### src/rtl/sprite_animator.sv
`default_nettype none
// ============================================================================
// Module   : sprite_animator
// Brief    : Frame sequencer plus sprite hit-test / ROM realignment / color key.
// Revision : 1.0
// ============================================================================
module sprite_animator #(
    parameter int          SPR_W       = 40,
    parameter int          SPR_H       = 40,
    parameter int          NUM_FRAMES  = 8,
    parameter int          FRAME_W     = 3,
    parameter int          TICK_DIV    = 1,
    parameter int          ROM_LAT     = 1,
    parameter int          TRANS_EN    = 1,
    parameter logic [11:0] TRANS_COLOR = 12'h000
) (
    input  logic               clk,
    input  logic               reset,
    input  logic               anim_tick,
    input  logic               start,
    input  logic               pause,
    input  logic [1:0]         mode,
    input  logic [9:0]         pos_x,
    input  logic [9:0]         pos_y,
    input  logic [9:0]         hCount,
    input  logic [9:0]         vCount,
    output logic [5:0]         rom_row,
    output logic [5:0]         rom_col,
    output logic [FRAME_W-1:0] rom_frame,
    input  logic [11:0]        rom_pixel,
    output logic [11:0]        pixel_out,
    output logic               pixel_valid,
    output logic               busy,
    output logic               done
);

    localparam logic [1:0] c_IDLE = 2'd0;
    localparam logic [1:0] c_RUN  = 2'd1;
    localparam logic [1:0] c_DONE = 2'd2;

    localparam logic [1:0] c_M_PING    = 2'd1;
    localparam logic [1:0] c_M_ONESHOT = 2'd2;
    localparam logic [1:0] c_M_STATIC  = 2'd3;

    localparam int                 c_DIV_W   = (TICK_DIV > 1) ? $clog2(TICK_DIV) : 1;
    localparam logic [c_DIV_W-1:0] c_DIV_MAX = c_DIV_W'(TICK_DIV - 1);
    localparam logic [FRAME_W-1:0] c_LAST    = FRAME_W'(NUM_FRAMES - 1);

    // Hit test in 11 bits; the +SPR_W/2 offset lets the sprite clip at the left edge.
    logic [10:0] w_hx, w_px, w_py, w_vy;
    logic        w_area;

    assign w_hx   = {1'b0, hCount} + 11'(SPR_W / 2);
    assign w_px   = {1'b0, pos_x};
    assign w_py   = {1'b0, pos_y};
    assign w_vy   = {1'b0, vCount};
    assign w_area = (w_hx >= w_px) && (w_hx < w_px + 11'(SPR_W)) &&
                    (w_vy >= w_py) && (w_vy < w_py + 11'(SPR_H));

    assign rom_col = w_hx[5:0] - pos_x[5:0];
    assign rom_row = vCount[5:0] - pos_y[5:0];

    logic [ROM_LAT-1:0] r_area;

    generate
        if (ROM_LAT == 1) begin : g_lat1
            always_ff @(posedge clk) begin
                if (reset) r_area <= '0;
                else       r_area <= w_area;
            end
        end else begin : g_latn
            always_ff @(posedge clk) begin
                if (reset) r_area <= '0;
                else       r_area <= {r_area[ROM_LAT-2:0], w_area};
            end
        end
    endgenerate

    logic w_key;
    assign w_key       = (TRANS_EN != 0) && (rom_pixel == TRANS_COLOR);
    assign pixel_valid = r_area[ROM_LAT-1] & ~w_key;
    assign pixel_out   = pixel_valid ? rom_pixel : 12'h000;

    logic [1:0]         r_state, w_state_next;
    logic [FRAME_W-1:0] r_frame, w_frame_next;
    logic               r_dir, w_dir_next;
    logic [c_DIV_W-1:0] r_div, w_div_next;
    logic [1:0]         r_mode, w_mode_next;
    logic               r_done, w_done_next;
    logic [FRAME_W-1:0] r_rom_frame;

    always_ff @(posedge clk) begin
        if (reset) begin
            r_state     <= c_IDLE;
            r_frame     <= '0;
            r_dir       <= 1'b0;
            r_div       <= '0;
            r_mode      <= 2'd0;
            r_done      <= 1'b0;
            r_rom_frame <= '0;
        end else begin
            r_state <= w_state_next;
            r_frame <= w_frame_next;
            r_dir   <= w_dir_next;
            r_div   <= w_div_next;
            r_mode  <= w_mode_next;
            r_done  <= w_done_next;
            // Latching only at top-of-screen keeps a whole frame on one sprite image.
            if (hCount == 10'd0 && vCount == 10'd0)
                r_rom_frame <= r_frame;
        end
    end

    always_comb begin
        w_state_next = r_state;
        w_frame_next = r_frame;
        w_dir_next   = r_dir;
        w_div_next   = r_div;
        w_mode_next  = r_mode;
        w_done_next  = 1'b0;
        if (start) begin
            w_state_next = (mode == c_M_STATIC) ? c_IDLE : c_RUN;
            w_frame_next = '0;
            w_dir_next   = 1'b0;
            w_div_next   = '0;
            w_mode_next  = mode;
        end else begin
            case (r_state)
                c_IDLE: w_frame_next = '0;
                c_RUN: begin
                    if (!pause && anim_tick) begin
                        if (r_div == c_DIV_MAX) begin
                            w_div_next = '0;
                            case (r_mode)
                                c_M_PING: begin
                                    if (NUM_FRAMES == 1) begin
                                        w_frame_next = '0;
                                    end else if (!r_dir) begin
                                        if (r_frame == c_LAST) begin
                                            w_frame_next = r_frame - 1'b1;
                                            w_dir_next   = 1'b1;
                                        end else begin
                                            w_frame_next = r_frame + 1'b1;
                                        end
                                    end else begin
                                        if (r_frame == '0) begin
                                            w_frame_next = r_frame + 1'b1;
                                            w_dir_next   = 1'b0;
                                        end else begin
                                            w_frame_next = r_frame - 1'b1;
                                        end
                                    end
                                end
                                c_M_ONESHOT: begin
                                    if (r_frame == c_LAST) begin
                                        w_state_next = c_DONE;
                                        w_done_next  = 1'b1;
                                    end else begin
                                        w_frame_next = r_frame + 1'b1;
                                    end
                                end
                                default: w_frame_next = (r_frame == c_LAST) ? '0 : r_frame + 1'b1;
                            endcase
                        end else begin
                            w_div_next = r_div + 1'b1;
                        end
                    end
                end
                c_DONE:  w_frame_next = c_LAST;
                default: w_state_next = c_IDLE;
            endcase
        end
    end

    always_comb begin
        busy      = (r_state == c_RUN);
        done      = r_done;
        rom_frame = r_rom_frame;
    end

endmodule
`default_nettype wire
### config.mk
export PLATFORM = sky130hd
export DESIGN_NAME = sprite_animator
export DESIGN_NICKNAME = d
export VERILOG_FILES = /design/src/rtl/sprite_animator.sv
export SDC_FILE = /design/constraint.sdc
export NUM_CORES = 1
export LEC_CHECK = 0
export BUFFER_PORTS_ARGS = -buffer_cell sky130_fd_sc_hd__clkbuf_2
export CAP_MARGIN = 20
export CORE_ASPECT_RATIO = 1.25
export CORE_UTILIZATION = 45
export CTS_CLUSTER_SIZE = 20
export DETAILED_ROUTE_END_ITERATION = 8
export PLACE_DENSITY = 0.76
export REMOVE_ABC_BUFFERS = 1
export SLEW_MARGIN = 20
export SYNTH_ARGS = -nofsm -noshare
export SYNTH_HDL_FRONTEND = slang
export SYNTH_SLANG_ARGS = --single-unit
export TNS_END_PERCENT = 100
### constraint.sdc
create_clock -name clk -period 5.95 [get_ports clk]
set_input_delay 1.19 -clock clk [delete_from_list [all_inputs] [get_ports clk]]
set_output_delay 1.19 -clock clk [all_outputs]
set_load 0.01 [all_outputs]
==> impl_summary.log <==
[metrics] clock tree from TritonCTS: yes
[metrics] synthesized instance count: between 200 and 300
[metrics] Critical Setup Path Class: in2out
[metrics] Register Area: ~260 sq um
[metrics] proportion of register bits with asynchronous set or reset after synthesis: 0%
[metrics] critical path data arrival time: 2.64 ns
[metrics] overall power: roughly 360 uW
[metrics] f_max: about 0.26 GHz
[metrics] FF-to-FF path depth: 7
[metrics] diode count: 0
[metrics] max incr delay on CP: around 0.33 ns
[metrics] Worst-Skew Late Latency: between 0.2 and 0.3 ns
[metrics] CP Capture Type: output pin
[metrics] area of the mapped netlist: approximately 2200 sq um
[metrics] internal power: ~220 uW
[metrics] residual DRC count: 0
[metrics] critical path depth in cells: 9
[metrics] Switch Pwr: roughly 140 uW
[metrics] top area cells in the synthesized netlist: ha_1 27%, dfxtp_1 12%, inv_1 7.2%
[metrics] final setup violation count: 0
[metrics] total length of routed met2 wires: 2.75 mm
[metrics] Wirelength per Cell: 12.3 microns
[metrics] fraction of final layout cells with drive strength greater than 1: between 20 and 30%
[metrics] GRT Residual Overflow: 0
[metrics] global-route wire length before repair: 8.60 mm
[metrics] Vias: 2309
[metrics] maximum clock path buffer count: 2
[metrics] status: finished clean
[metrics] synthesized flop and latch total: 13
[metrics] Setup crit start kind: input pin
[metrics] Synth Warn #: 0
[metrics] count of routing violations after the opening detailed-route iteration: 67
[metrics] top cell type's share of synthesized area: between 20% and 30%
[metrics] die boundary width: around 64 microns
[metrics] Max FO, Critical Path: 4
[metrics] Final Critical Period: between 3 and 4 ns
[metrics] number of top-level pins: 89
[metrics] dominant register cell in the synthesized netlist: dfxtp_1
[metrics] share of the clock period used by the worst path: between 60 and 70%
[metrics] Syn Area/Cell: ~7.8 sq um
[metrics] Buf+Inv Stages, Crit Path: 3
[metrics] Fin Clk Skew: 0.00317 ns
[metrics] CTS root buf: clkbuf_8
[metrics] proportion of synthesized chip area in sequential cells: 11.8%
[metrics] total routed wire length on the met1 layer: 2.28 mm
[metrics] # H-tree levels: 1
[metrics] clock slew at reported path FFs: ~0.050 ns
[metrics] worst slew pin tran: between 0.3 and 0.4 ns
[metrics] die footprint: 5170 sq um
[metrics] final weighted congestion in routability-driven placement: just under 0.9
[metrics] fraction of power spent switching nets: between 30% and 40%
[metrics] number of max-slew violations in the final report: 0
[metrics] initial standard-cell utilization of the core: a little under half
[metrics] number of max-cap violations: 0
[metrics] via count of the first global-routing pass: between 2000 and 2500
[metrics] Routed met3 length: around 140 microns
[metrics] post-detailed-route via-to-cell ratio: 5.36
[metrics] slowest library cell on the worst path: ha_1
[metrics] Detailed Place HPWL: 4.64 mm
[metrics] # hold bufs at CTS: 0
[metrics] Hold Violations, Final: 0
[metrics] WHS Path Cells: 2
[metrics] number of antenna violations at the first check in global routing: 0
[metrics] remaining antenna violation count after routing: 0
[metrics] total detailed-routing wirelength: between 5 and 6 mm
[metrics] global router's overall resource usage: about a fifth
[metrics] overall die height: around 80 microns
[metrics] Static Leak: between 0.001 and 0.0015 uW
[metrics] maximum number of pins on one net before global-route repair: 14
[metrics] Site Rows: 28
[metrics] number of buffers inserted by post-CTS setup repair: 0
[metrics] unrepaired setup endpoints after global routing: no
[metrics] nets@finish: roughly 480
[metrics] most frequently used cell type in the post-synthesis netlist: ha_1
[metrics] number of distinct library cell variants in the gate-level netlist after synthesis: 45
[metrics] total CTS buffers: 3
[metrics] sequential group share of total power: between 20% and 30%
[metrics] Top Family by Delay on Critical Path: compound AO/OA/AOI/OAI gates
[metrics] peak supply drop: 136 uV
[metrics] most common library cells after synthesis: 48 x ha_1, 42 x inv_1, 18 x nor2_1
[metrics] library cell with the largest summed area after synthesis: ha_1
[metrics] standard cell core area: approximately 4700 sq um
[metrics] signed area change from the synthesized netlist to the final layout: 25.0%
[metrics] Clock Power Share: 21.9%
[metrics] CTS sink cnt: 13
[metrics] critical-path cell list: clkbuf_2 > inv_1 > ha_1 > a21oi_1 > o21ai_1 > a21o_1 > a21oi_1 > xnor2_1 > clkbuf_2
[metrics] combined area of the multi-input logic cells: 1770 sq um
[metrics] number of detailed-routing iterations run before antenna repair: 4
[metrics] Top Metal Used: met4
[metrics] count of input and output buffers: 88
[metrics] worst slew margin relative to its limit: about three quarters
[metrics] combinational fraction of design power: 53.2%
[metrics] data required time of the worst path: roughly 4.8 ns
[metrics] number of inserted filler cells in the final layout: 470
[metrics] Power per Cell Area: approximately 130 nW/um^2
[metrics] final sum of negative setup slack: 0 ns
[metrics] number of synthesized flops with an enable pin: 0
[metrics] Resize count post-CTS: 0
[metrics] worst hold-check path type: reg2reg
## power groups by stage
stage | Combinational (uW) | Sequential, uW | Clock [uW]
after floorplan | 122 | 91.9 | 0
after global placement | 189 | 92.5 | 0
after detailed placement | 192 | 92.6 | 0
after CTS | 194 | 90.7 | 80.8
after global routing | 216 | 91.0 | 84.7
final | 193 | 90.7 | 79.5
## kinds of logic after synthesis
| logic type | synth area share (%) |
|---|---|
| mux | 2.28 |
| simple gates | 18.8 |
| fa+ha+maj | 29.2 |
| xor+xnor | 9.97 |
| compound gates | 20.3 |
| flops | 11.8 |
| buf+inv | 7.69 |
## flip-flops by register name, summed over array words and instances (netlist names)
signal,count
r_dir,1
r_state,2
done,1
r_mode,2
r_frame,3
r_area,1
rom_frame,3
## worst reg2reg max path, delay by kind of cell, from the launching register on
family	cells	cell delay (ns)
flip-flops	1	0.37
AO/OA/AOI/OAI	2	0.33
AND/OR/NAND/NOR	3	0.65
adder cells (fa/ha/maj)	2	0.41
## placed cells by master, fill, tap and decap left out, drive strengths merged, types with 2 or more instances in the layout
master   n
clkbuf  92
ha      48
inv     42
nor2    18
a21oi   18
xnor2   17
and2    13
dfxtp   13
o21ai   13
nand2   10
a21o     9
nor3     9
xor2     8
nor4     7
a211oi   7
nand4    6
mux2i    5
nand3    4
a31oi    3
a211o    3
nand3b   2
nor2b    2
o21a     2
fa       2
## path summary, 6_finish.rpt
path                startpoint           end  slack [ns]
setup / recovery     hCount[2]    rom_col[5]        2.12
hold / removal    rom_frame[2]  rom_frame[2]        0.50
setup reg to reg    r_frame[1]    r_frame[2]        4.09
hold reg to reg   rom_frame[2]  rom_frame[2]        0.50
## per-stage QoR
step           setup WS, ns  util (%)  hold WS [ns]  area (sq um)  cells
3_5_place_dp           2.13      57.1         0.486          2700    427
3_3_place_gp           2.15      57.1         0.474          2700    427
6_report               2.12      58.1         0.498          2750    431
4_1_cts                2.12      58.1         0.499          2750    431
5_1_grt                1.97      58.1         0.519          2750    431
2_1_floorplan          2.41         -         0.460          2190    279
## area by class of cell
| cell class | count | share of cell area [%] |
|---|---|---|
| sequential | 13 | 9.48 |
| inverter | 42 | 5.74 |
| multi-input combinational | 224 | 64.4 |
| clock buffer | 4 | 1.64 |
| tap | 60 | 2.73 |
| timing repair buffer | 88 | 16.0 |
## routing by layer
| metal | global-route usage, % | vias to the layer above |
|---|---|---|
| li1 | - | 1186 |
| met1 | 22.3 | 1058 |
| met2 | 40.3 | 53 |
| met3 | 1.70 | 12 |
| met4 | 9.11 | 0 |
| met5 | 0 | - |
No activity file was read; power rests on OpenSTA's default activity.
